===== src/rtl/pong_game_sequencer.sv =====
// Game-flow controller for the Pong datapath: game state, lives, BCD score, speed level and step enables.
// Optional speed ramp is built when the SPEED_RAMP_EN macro is defined; otherwise speed stays 0.
module pong_game_sequencer #(
    parameter int unsigned TICK_DIV       = 833333,
    parameter int unsigned SERVE_TICKS    = 120,
    parameter int unsigned LIVES          = 3,
    parameter int unsigned SPEED_STEP_PTS = 5,
    parameter int unsigned MAX_SPEED      = 7
) (
    input  logic       clk,
    input  logic       reset,
    input  logic       start_btn,
    input  logic       pause_btn,
    input  logic       hit_in,
    input  logic       lose_in,
    output logic       ball_step,
    output logic       paddle_step,
    output logic       ball_serve,
    output logic [7:0] score,
    output logic [2:0] lives,
    output logic [2:0] speed,
    output logic [2:0] state,
    output logic       game_over
);

    localparam int unsigned TW = $clog2(TICK_DIV);
    localparam int unsigned SW = $clog2(SERVE_TICKS + 1);

    if (TICK_DIV < 2 || SERVE_TICKS < 1 || LIVES < 1 || LIVES > 7 ||
        SPEED_STEP_PTS < 1 || MAX_SPEED > 7) begin : g_bad_cfg
        $error("pong_game_sequencer: illegal parameter set");
    end

    typedef enum logic [2:0] {
        S_IDLE  = 3'd0,
        S_SERVE = 3'd1,
        S_PLAY  = 3'd2,
        S_PAUSE = 3'd3,
        S_MISS  = 3'd4,
        S_OVER  = 3'd5
    } state_t;

    state_t        state_q;
    state_t        state_d;

    logic [TW-1:0] tick_cnt;
    logic          game_tick_c;

    logic          start_prev;
    logic          pause_prev;
    logic          edge_armed;
    logic          start_edge_c;
    logic          pause_edge_c;

    logic [SW-1:0] serve_cnt;
    logic [SW-1:0] serve_cnt_d;
    logic [7:0]    score_d;
    logic [2:0]    lives_d;
    logic [2:0]    speed_d;
    logic          ball_step_d;
    logic          paddle_step_d;
    logic          ball_serve_d;
    logic          game_over_d;

    logic          new_game_c;
    logic          hit_ok_c;
    logic          lose_ok_c;

    // Free-running frame-rate divider
    assign game_tick_c = (tick_cnt == TW'(TICK_DIV - 1));

    always_ff @(posedge clk or negedge reset) begin
        if (!reset) begin
            tick_cnt <= '0;
        end else if (game_tick_c) begin
            tick_cnt <= '0;
        end else begin
            tick_cnt <= tick_cnt + TW'(1);
        end
    end

    // Button edge detect; disarmed for the first cycle out of reset so a held level is not an edge
    always_ff @(posedge clk or negedge reset) begin
        if (!reset) begin
            start_prev <= 1'b0;
            pause_prev <= 1'b0;
            edge_armed <= 1'b0;
        end else begin
            start_prev <= start_btn;
            pause_prev <= pause_btn;
            edge_armed <= 1'b1;
        end
    end

    assign start_edge_c = edge_armed & start_btn & ~start_prev;
    assign pause_edge_c = edge_armed & pause_btn & ~pause_prev;

    assign new_game_c = start_edge_c && (state_q == S_IDLE || state_q == S_OVER);
    assign lose_ok_c  = lose_in && (state_q == S_PLAY);
    assign hit_ok_c   = hit_in && !lose_in && (state_q == S_PLAY);

    always_ff @(posedge clk or negedge reset) begin
        if (!reset) begin
            state_q <= S_IDLE;
        end else begin
            state_q <= state_d;
        end
    end

    always_comb begin
        state_d = state_q;
        case (state_q)
            S_IDLE: begin
                if (start_edge_c) state_d = S_SERVE;
            end
            S_SERVE: begin
                if (game_tick_c && serve_cnt == SW'(1)) state_d = S_PLAY;
            end
            S_PLAY: begin
                if (lose_in)           state_d = S_MISS;
                else if (pause_edge_c) state_d = S_PAUSE;
            end
            S_PAUSE: begin
                if (start_edge_c)      state_d = S_IDLE;
                else if (pause_edge_c) state_d = S_PLAY;
            end
            S_MISS: begin
                state_d = (lives == 3'd0) ? S_OVER : S_SERVE;
            end
            S_OVER: begin
                if (start_edge_c) state_d = S_SERVE;
            end
            default: state_d = S_IDLE;
        endcase
    end

    // Saturating two-digit BCD increment
    function automatic logic [7:0] bcd_inc(input logic [7:0] v);
        logic [7:0] r;
        if (v == 8'h99) begin
            r = v;
        end else if (v[3:0] == 4'd9) begin
            r = {v[7:4] + 4'd1, 4'd0};
        end else begin
            r = {v[7:4], v[3:0] + 4'd1};
        end
        return r;
    endfunction

    always_comb begin
        ball_step_d   = game_tick_c && (state_q == S_PLAY);
        paddle_step_d = game_tick_c && (state_q == S_SERVE || state_q == S_PLAY);
        ball_serve_d  = !(state_d == S_PLAY || state_d == S_PAUSE);
        game_over_d   = (state_d == S_OVER);
        score_d       = score;
        lives_d       = lives;
        serve_cnt_d   = serve_cnt;

        if (new_game_c) begin
            score_d     = 8'h00;
            lives_d     = 3'(LIVES);
            serve_cnt_d = SW'(SERVE_TICKS);
        end

        if (state_q == S_SERVE && game_tick_c && serve_cnt != SW'(1)) begin
            serve_cnt_d = serve_cnt - SW'(1);
        end

        if (state_q == S_MISS && lives != 3'd0) begin
            serve_cnt_d = SW'(SERVE_TICKS);
        end

        if (lose_ok_c && lives != 3'd0) begin
            lives_d = lives - 3'd1;
        end

        if (hit_ok_c) begin
            score_d = bcd_inc(score);
        end
    end

`ifdef SPEED_RAMP_EN
    localparam int unsigned PW = $clog2(SPEED_STEP_PTS + 1);

    logic [PW-1:0] pts;
    logic [PW-1:0] pts_d;

    // Every SPEED_STEP_PTS hits bump the speed level, saturating at MAX_SPEED
    always_comb begin
        pts_d   = pts;
        speed_d = speed;
        if (new_game_c) begin
            pts_d   = '0;
            speed_d = 3'd0;
        end else if (hit_ok_c) begin
            if (pts + PW'(1) == PW'(SPEED_STEP_PTS)) begin
                pts_d = '0;
                if (speed < 3'(MAX_SPEED)) speed_d = speed + 3'd1;
            end else begin
                pts_d = pts + PW'(1);
            end
        end
    end

    always_ff @(posedge clk or negedge reset) begin
        if (!reset) begin
            pts <= '0;
        end else begin
            pts <= pts_d;
        end
    end
`else
    assign speed_d = 3'd0;
`endif

    always_ff @(posedge clk or negedge reset) begin
        if (!reset) begin
            serve_cnt   <= '0;
            score       <= 8'h00;
            lives       <= 3'(LIVES);
            speed       <= 3'd0;
            ball_step   <= 1'b0;
            paddle_step <= 1'b0;
            ball_serve  <= 1'b1;
            game_over   <= 1'b0;
        end else begin
            serve_cnt   <= serve_cnt_d;
            score       <= score_d;
            lives       <= lives_d;
            speed       <= speed_d;
            ball_step   <= ball_step_d;
            paddle_step <= paddle_step_d;
            ball_serve  <= ball_serve_d;
            game_over   <= game_over_d;
        end
    end

    assign state = state_q;

endmodule

===== config.mk =====
export PLATFORM = sky130hd
export DESIGN_NAME = pong_game_sequencer
export DESIGN_NICKNAME = d
export VERILOG_FILES = /design/src/rtl/pong_game_sequencer.sv
export SDC_FILE = /design/constraint.sdc
export NUM_CORES = 1
export LEC_CHECK = 0
export ABC_CLOCK_PERIOD_IN_PS = 3440
export CORE_MARGIN = 2
export CORE_UTILIZATION = 30
export CTS_BUF_LIST = sky130_fd_sc_hd__clkbuf_8
export CTS_CLUSTER_SIZE = 25
export DETAILED_ROUTE_END_ITERATION = 10
export GPL_TIMING_DRIVEN = 0
export PLACE_DENSITY = 0.53
export SLEW_MARGIN = 40
export SYNTH_ARGS = -nofsm -noshare
export SYNTH_HDL_FRONTEND = slang
export SYNTH_SLANG_ARGS = --single-unit
export TNS_END_PERCENT = 1

===== constraint.sdc =====
create_clock -name clk -period 3.44 [get_ports clk]
set_input_delay 1.032 -clock clk [delete_from_list [all_inputs] [get_ports clk]]
set_output_delay 1.032 -clock clk [all_outputs]
set_load 0.05 [all_outputs]

### Yosys cells after proc, flatten, opt, wreduce, memory -nomap -nowiden

Cells that the tools add are included.

* register bits after elaboration: 48
* bits of input ports: 6

* add/sub/neg operators: 5
* equal/unequal tests: 15
* mux-type cells: 18
* bitwise gates (word level): 6
* reductions and logical operators: 25

Operators by type and width (count)
* $mux W8: 4
* $mux W3: 9
* $mux W7: 3
* $add A20 B1 Y20 const B: 1
* $eq A20 B20 Y1 const B: 1
* $mux W20: 1
* $pmux W3 S5: 1
* $eq A3 B2 Y1 const B: 4
* $logic_and A1 B1 Y1: 11
* $eq A3 B3 Y1 const B: 3
* $add A4 B1 Y4 const B: 2
* $eq A8 B8 Y1 const B: 1
* $eq A7 B1 Y1 const B: 1
* $ne A7 B1 Y1 const B: 1
* $sub A7 B1 Y7 const B: 1
* $logic_not A3 Y1: 2
* $reduce_bool A3 Y1: 2
* $and A1 B1 Y1: 4
* $eq A4 B4 Y1 const B: 1
* $reduce_bool A2 Y1: 2
* $eq A3 B1 Y1 const B: 1
* $logic_or A1 B1 Y1: 3
* $reduce_and A3 Y1: 1
* $sub A3 B1 Y3 const B: 1
* other kinds (6): 8

### Depth between registers and ports, before layout

Gate-level depths: netlist (run 1).

* word-level depth: 8
* gate-level depth with buffers: 7

### Least setup slack after synthesis (run 1)

No wires, ideal clock.

* path type: register -> register
* start: reg state_q[2], in the netlist state[2]
* end: reg score[7]
* setup time: 0.118 ns
* data arrival time: 2.038 ns
* data required time: 3.322 ns
* path slack: 1.284 ns
* cell stages (with the launch flop): 6
* path buffers: 1
* period minus slack after synthesis: 2.156 ns
* cell sequence: dfrtp_1 -> buf_6 -> or3b_4 -> nor3b_4 -> mux2_2 -> a21o_1

* longest elaborated chain between the ends: 5
* elaborated cells on any way between the ends: 11
* classes of those cells: eq/ne (4); mux (1); reduce/logical (6)

Ends and longest elaborated chain
* start: declaration: line 43 `state_t state_q;`
* start signal: assignment: line 106 `state_q <= state_d;`
* $eq A3 B3 Y1 / $logic_not A3 Y1 (equally long branches): line 98 `assign new_game_c = start_edge_c && (state_q == S_IDLE || state_q == S_OVER);`
* $logic_or A1 B1 Y1: line 98
* $logic_and A1 B1 Y1: line 98
* $reduce_bool A2 Y1 (no source line)
* $reduce_and A3 Y1 (no source line)
* end signal: assignment: line 228 `score <= score_d;`
* end: declaration: line 19 `output logic [7:0] score,`

Several ways; a longest one is shown, not always the timed one.
A chain may end at the register's enable or synchronous reset.

### Final worst setup path (run 1)

* start: reg lives[1]
* end: out lives[1]

RTL lines
* start: declaration: line 20 `output logic [2:0] lives,`
* start signal: assignment: line 220 `lives <= 3'(LIVES);`
* start signal: assignment: line 229 `lives <= lives_d;`

No word-level cell between the ends.

==> impl_metrics.env, run 1 <==
export IMPL_slew_violations=0
export IMPL_crit_start="lives[1]"
export IMPL_grt_first_pass_wirelength_um=9300
export IMPL_yosys_top_cells_area="dfrtp_1 (43%), ha_1 (4.7%), xor2_1 (3.6%)"
export IMPL_r2r_start="state[2]"
export IMPL_synthFlopType="dfrtp_1"
export IMPL_power_density_mw_per_mm2=520
export IMPL_yosys_area_top_type="dfrtp_1"
export IMPL_cts_resized=0
export IMPL_power_uw=1630
export IMPL_initial_core_util=0.306
export IMPL_rsz0062_at_grt="false"
export IMPL_cts_setup_buffers=0
export IMPL_drcViolationCount=0
export IMPL_async_flop_share=1.00
export IMPL_crit_required_ns=2.41
export IMPL_finalSetupTns_ns=0
export IMPL_cts_sinks=48
export IMPL_end_kind="output pin"
export IMPL_synth_cell_types=53
export IMPL_min_period_ns=2.67
export IMPL_finalSetupViolCount=0
export IMPL_synthCells=258
export IMPL_final_util=0.362
export IMPL_crit_path_max_fanout=2
export IMPL_cp_top_family="buffers and inverters"
export IMPL_h_tree_depth=2
export IMPL_worst_clock_skew_ns=0.00953
export IMPL_die_y_um=97.8
export IMPL_routed_wl_um=5370
export IMPL_portBuffers=23
export IMPL_cp_cell_sequence="clkdlybuf4s50_1"
export IMPL_grt_usage=0.118
export IMPL_avgViaCountPerCell=4.98
export IMPL_antenna_found_initial=0
export IMPL_placedCellCount=392
export IMPL_fillCellCount=893
export IMPL_cp_slowest_cell="clkdlybuf4s50_1"
export IMPL_gr_total_overflow=0
export IMPL_clk_latency_ns=0.30
export IMPL_rows=34
export IMPL_syn_to_final_growth_pct=18.5
export IMPL_place_hpwl_um=3970
export IMPL_nNetsFinal=307
export IMPL_min_path_type="flop to flop"
export IMPL_path_class="flop to output pin"
export IMPL_ys_seq_area_frac=0.456
export IMPL_avgSynthCellArea_um2=10.2
export IMPL_synth_seq_cells=48
export IMPL_synth_top_area_share=0.427
export IMPL_drive_gt1_frac=0.116
export IMPL_tightest_slew_ns=0.509
export IMPL_max_freq_ghz=0.375
export IMPL_num_antenna_cells=0
export IMPL_root_buffer="clkbuf_8"
export IMPL_yosysMostFrequentCell="dfrtp_1"
export IMPL_ant_nets=0
export IMPL_cts_max_path_buffers=2
export IMPL_synth_edf_count=0
export IMPL_worstPathArrival_ns=1.64
export IMPL_vias=1991
export IMPL_die_width_um=97.8
export IMPL_routabilityCongestion=0.754
export IMPL_drt_iter0_drc=89
export IMPL_ioPinCount=27
export IMPL_relSlewSlack=0.659
export IMPL_synth_common_cells="dfrtp_1 (45), nor2_1 (23), inv_1 (12), xor2_1 (11)"
export IMPL_post_route_cell_area_mm2=0.00313
export IMPL_min_from="tick_cnt[14]"
export IMPL_cts_reportedPaths_clkPinSlew_ns=0.10
export IMPL_status="completed"
export IMPL_tritoncts="yes"
export IMPL_drt_pass1_iterations=4
export IMPL_dieArea_mm2=0.00957
export IMPL_final_cells=400
export IMPL_cts_buffers_inserted=5
export IMPL_peakVddDrop_mv=0.161
export IMPL_yosys_warnings=0
export IMPL_path_buf_inv=1
export IMPL_wl_per_cell_um=13.4
export IMPL_cp_start_kind="flop"
export IMPL_dpl_cell_area_mm2=0.00303
export IMPL_p_leak_uw=0.00137
export IMPL_hold_violations=0
export IMPL_grt_start_max_net_pins=37
export IMPL_core_area_mm2=0.00864
export IMPL_postCtsHoldBufs=0
export IMPL_fin_crit_sh=0.776
export IMPL_syn_area_mm2=0.00264
export IMPL_grt_pass1_vias=1947
export IMPL_cpPeakStageDelay_ns=0.79
export IMPL_cap_violations=0
[cell type report]
class | instances | area (um^2) | share of cell area
Clock buffer | 6 | 82.6 | 0.0264
Tap cell | 108 | 135 | 0.0432
Clock inverter | 2 | 15.0 | 0.00480
Sequential cell | 48 | 1200 | 0.385
Timing Repair Buffer | 24 | 248 | 0.0792
Multi-Input combinational cell | 188 | 1320 | 0.420
Buffer | 12 | 82.6 | 0.0264
Inverter | 12 | 45.0 | 0.0144
[cell usage in the layout, fill, tap and decap left out, types with 4 or more instances in the layout]
master / instances
a21oi_1: 8
and3_1: 7
buf_4: 4
clkbuf_8: 6
clkdlybuf4s50_1: 22
conb_1: 4
dfrtp_1: 45
ha_1: 10
inv_1: 12
mux2i_1: 7
nand2_1: 9
nand3_1: 10
nand3b_1: 5
nand4_1: 9
nor2_1: 23
nor2b_1: 5
nor3_1: 7
nor3b_1: 6
o211ai_1: 5
o31a_1: 4
o31ai_1: 4
xnor2_1: 7
xor2_1: 11
[logic make-up after synthesis]
kind of cell    after synthesis  synth area share
simple gates                110             0.251
flops                        48             0.456
compound gates               37            0.0991
buf+inv                      24            0.0483
xor+xnor                     18            0.0597
fa+ha+maj                    10            0.0474
mux                           9            0.0351
other cells                   2           0.00284
[registers in the layout, summed over array words and instances (netlist names)]
name	cells
ball_serve	1
ball_step	1
edge_armed	1
game_over	1
lives	3
paddle_step	1
pause_prev	1
score	8
serve_cnt	7
start_prev	1
state	3
tick_cnt	20
[through the flow]
stage	hold slack, ns	worst slack (ns)
detailed placement	0.484	0.639
CTS	0.497	0.749
floorplan	0.457	1.28
global placement	0.483	-0.200
global route	0.501	0.723
finish	0.501	0.770
[final timing paths]
| kind | to | slack (ns) | cells after the start |
|---|---|---|---|
| max in group asynchronous | ball_serve | 2.38 | 2 |
| max reg2reg | score[7] | 1.45 | 5 |
| max | lives[1] | 0.77 | 1 |
| min in group asynchronous | tick_cnt[4] | 0.56 | 1 |
| min reg2reg | tick_cnt[14] | 0.50 | 1 |
| min | tick_cnt[14] | 0.50 | 1 |
[routing by layer]
metal | global-route usage | share of wire | up-vias
li1 | - | - | 972
met1 | 0.150 | 0.47 | 975
met2 | 0.204 | 0.50 | 41
met3 | 0.0293 | 0.035 | 3
met4 | 0.0267 | 0.0039 | 0
met5 | 0 | 0 | -
[report_power, final]
part	switching (uW)	internal [uW]	total (uW)	leakage, uW
Sequential	79.6	651	731	0.000614
Combinational	313	218	531	0.000711
Clock	202	163	365	0.0000434
(Power assumes the default switching activity.)
==> inputs of run 2 (changes only) <==
--- a/config.mk
+++ b/config.mk
@@ -5,7 +5,7 @@
 export SDC_FILE = /design/constraint.sdc
 export NUM_CORES = 1
 export LEC_CHECK = 0
-export ABC_CLOCK_PERIOD_IN_PS = 3440
+export ABC_CLOCK_PERIOD_IN_PS = 2560
 export CORE_MARGIN = 2
 export CORE_UTILIZATION = 30
 export CTS_BUF_LIST = sky130_fd_sc_hd__clkbuf_8
==> constraint.sdc (replaced) <==
create_clock -name clk -period 2.56 [get_ports clk]
set_input_delay 0.768 -clock clk [delete_from_list [all_inputs] [get_ports clk]]
set_output_delay 0.768 -clock clk [all_outputs]
set_load 0.05 [all_outputs]
==> results of run 2 <==
Same layout as run 1 (identical final DEF). Status: completed.
Among the figures that moved: setup slack after placement 0.639 ns -> 0.0234 ns; setup slack after layout 0.770 ns -> 0.154 ns; hold slack 0.501 ns -> 0.293 ns; register-to-register setup slack 1.45 ns -> 0.57 ns; total power 1630 uW -> 2190 uW; worst IR drop on VDD 0.161 mV -> 0.216 mV
==> inputs of run 3 (changes only) <==
--- a/config.mk
+++ b/config.mk
@@ -5,6 +5,7 @@
 export SDC_FILE = /design/constraint.sdc
 export NUM_CORES = 1
 export LEC_CHECK = 0
+export ABC_AREA = 1
 export ABC_CLOCK_PERIOD_IN_PS = 2560
 export CORE_MARGIN = 2
 export CORE_UTILIZATION = 30
@@ -12,7 +13,7 @@
 export CTS_CLUSTER_SIZE = 25
 export DETAILED_ROUTE_END_ITERATION = 10
 export GPL_TIMING_DRIVEN = 0
-export PLACE_DENSITY = 0.53
+export PLACE_DENSITY = 0.52
 export SLEW_MARGIN = 40
 export SYNTH_ARGS = -nofsm -noshare
 export SYNTH_HDL_FRONTEND = slang
==> run 3 against run 2 <==
Flip-flop and latch count unchanged; synthesized cell count up 42%; count of clock-buffer cells in the layout down 1; sequential share of layout area down 1.9 points; critical path type unchanged; cell count up 28%; maximum frequency down 1.9%.
==> impl_metrics.env, run 3 <==
export IMPL_cts_resized=0
export IMPL_synth_adder_area_share=0.0450
export IMPL_grt_pass1_vias=2325
export IMPL_cp_start_kind="flop"
export IMPL_slew_violations=0
export IMPL_status="completed"
export IMPL_final_seq_area_mm2=0.00120
export IMPL_path_buf_inv=1
export IMPL_cts_buffers_inserted=5
export IMPL_async_flop_share=1.00
export IMPL_cp_top_family="buffers and inverters"
export IMPL_synth_edf_count=0
export IMPL_crit_path_max_fanout=6
export IMPL_wl_per_cell_um=11.3
export IMPL_final_util=0.361
export IMPL_tritoncts="yes"
export IMPL_drt_pass1_iterations=4
export IMPL_peakVddDrop_mv=0.246
export IMPL_synth_compound_area_frac=0.0437
export IMPL_yosys_top_cells_area="dfrtp_1 (41%), nand2_1 (12%), inv_1 (8.6%)"
export IMPL_cts_max_path_buffers=2
export IMPL_min_period_ns=2.45
export IMPL_drive_gt1_frac=0.0748
export IMPL_root_buffer="clkbuf_8"
export IMPL_drt_iter0_drc=69
export IMPL_cp_depth=1
export IMPL_antenna_found_initial=0
export IMPL_cts_sinks=48
export IMPL_cp_cell_sequence="clkdlybuf4s50_1"
export IMPL_max_freq_ghz=0.408
export IMPL_ioPinCount=27
export IMPL_tightest_slew_ns=0.497
export IMPL_portBuffers=23
export IMPL_final_common_cell="nand2_1"
export IMPL_vias=2301
export IMPL_routed_wl_um=5780
export IMPL_fillCellCount=950
export IMPL_cts_setup_buffers=0
export IMPL_dieArea_mm2=0.0101
export IMPL_fin_crit_sh=0.958
export IMPL_drcViolationCount=0
export IMPL_cp_slowest_cell="clkdlybuf4s50_1"
export IMPL_multi_input_area_mm2=0.00131
export IMPL_top_regs="tick_cnt x20, score x8, serve_cnt x7"
export IMPL_num_antenna_cells=0
export IMPL_regMostFlops="tick_cnt"
export IMPL_final_cell_mix="nand2_1 (90), inv_1 (64), dfrtp_1 (45), nor2_1 (44), nand3_1 (28)"
export IMPL_synth_top_family_by_area="simple AND/OR/NAND/NOR gates"
export IMPL_crit_required_ns=1.79
export IMPL_worst_clock_skew_ns=0.00944
export IMPL_postCtsHoldBufs=0
export IMPL_cpPeakStageDelay_ns=0.86
export IMPL_dpl_cell_area_mm2=0.00317
export IMPL_grt_usage=0.129
export IMPL_rsz0062_at_grt="false"
export IMPL_syn_to_final_growth_pct=18.3
export IMPL_cap_violations=0
export IMPL_yosysMostFrequentCell="nand2_1"
export IMPL_grt_first_pass_wirelength_um=10500
export IMPL_worstPathArrival_ns=1.69
export IMPL_power_density_mw_per_mm2=543
export IMPL_cts_reportedPaths_clkPinSlew_ns=0.10
export IMPL_synth_simple_area_share=0.331
export IMPL_avgViaCountPerCell=4.49
export IMPL_avgSynthCellArea_um2=7.58
export IMPL_yosys_area_top_type="dfrtp_1"
export IMPL_post_route_cell_area_mm2=0.00329
export IMPL_synthCells=367
export IMPL_path_class="flop to output pin"
export IMPL_die_width_um=100
export IMPL_synth_seq_cells=48
export IMPL_routabilityCongestion=0.793
export IMPL_p_leak_uw=0.00169
export IMPL_largest_reg_flops=20
export IMPL_rr_worst_depth=9
export IMPL_finalSetupViolCount=0
export IMPL_initial_core_util=0.305
export IMPL_grt_start_max_net_pins=37
export IMPL_hold_violations=0
export IMPL_yosys_warnings=0
export IMPL_synth_top_area_share=0.405
export IMPL_h_tree_depth=2
export IMPL_place_hpwl_um=4380
export IMPL_synth_cell_types=33
export IMPL_syn_area_mm2=0.00278
export IMPL_yosys_area_share_xor_xnor=0.0473
export IMPL_synthFlopType="dfrtp_1"
export IMPL_yosys_mux_area_fraction=0
export IMPL_min_path_type="primary input to asynchronous set/reset pin"
export IMPL_synth_common_cells="nand2_1 (90), inv_1 (64), dfrtp_1 (45), nor2_1 (44), nand3_1 (28)"
export IMPL_ys_seq_area_frac=0.433
export IMPL_gr_total_overflow=0
export IMPL_end_kind="output pin"
export IMPL_ant_nets=0
export IMPL_rows=35
export IMPL_relSlewSlack=0.668
export IMPL_nNetsFinal=416
export IMPL_clk_latency_ns=0.31
export IMPL_core_area_mm2=0.00911
export IMPL_die_y_um=100
## run 3: final cells by class
cell class                      instances  area share
Timing Repair Buffer                   24      0.0753
Inverter                               66      0.0753
Clock buffer                            5      0.0209
Buffer                                  3     0.00685
Sequential cell                        48       0.366
Tap cell                              111      0.0422
Clock inverter                          3      0.0141
Multi-Input combinational cell        252       0.399
## run 3: stage by stage
step / setup WS (ns) / instances / total power, uW / hold slack [ns] / TNS [ns]
floorplan: 0.765 / 369 / 1130 / 0.454 / 0
global placement: -0.818 / 503 / 1220 / 0.484 / -37.35
detailed placement: 0.375 / 504 / 1230 / 0.494 / 0
CTS: 0.0859 / 512 / 1810 / 0.297 / 0
global route: 0.0479 / 512 / 1900 / 0.290 / 0
finish: 0.107 / 512 / 1790 / 0.292 / 0
## run 3: layer usage
metal / track usage / vias to the layer above / routed length [um]
li1: - / 1203 / -
met1: 0.173 / 1067 / 2850
met2: 0.211 / 23 / 2680
met3: 0.0209 / 8 / 147
met4: 0.0443 / 0 / 98
met5: 0 / - / 0
## run 3: worst paths after layout
path                        startpoint           end  slack [ns]
setup / recovery              state[0]      state[0]        0.11
hold / removal                   reset  tick_cnt[10]        0.29
setup reg to reg              lives[0]  serve_cnt[6]        0.83
hold reg to reg            tick_cnt[0]   tick_cnt[0]        0.50
max in group asynchronous        reset    ball_serve        1.76
min in group clk           tick_cnt[0]   tick_cnt[0]        0.50
## run 3: cell families after synthesis
family                     after synthesis
and+or+nand+nor                        201
buffers and inverters                   69
DFF                                     48
AOI/OAI and AO/OA                       22
xor gates and xnor gates                15
adders and majority gates               10
other                                    2
## run 3: power breakdown
group          internal [uW]  total (uW)  switching, uW
Sequential               817         877           59.9
Clock                    295         578            284
Combinational            127         332            205
Total                   1240        1790            548
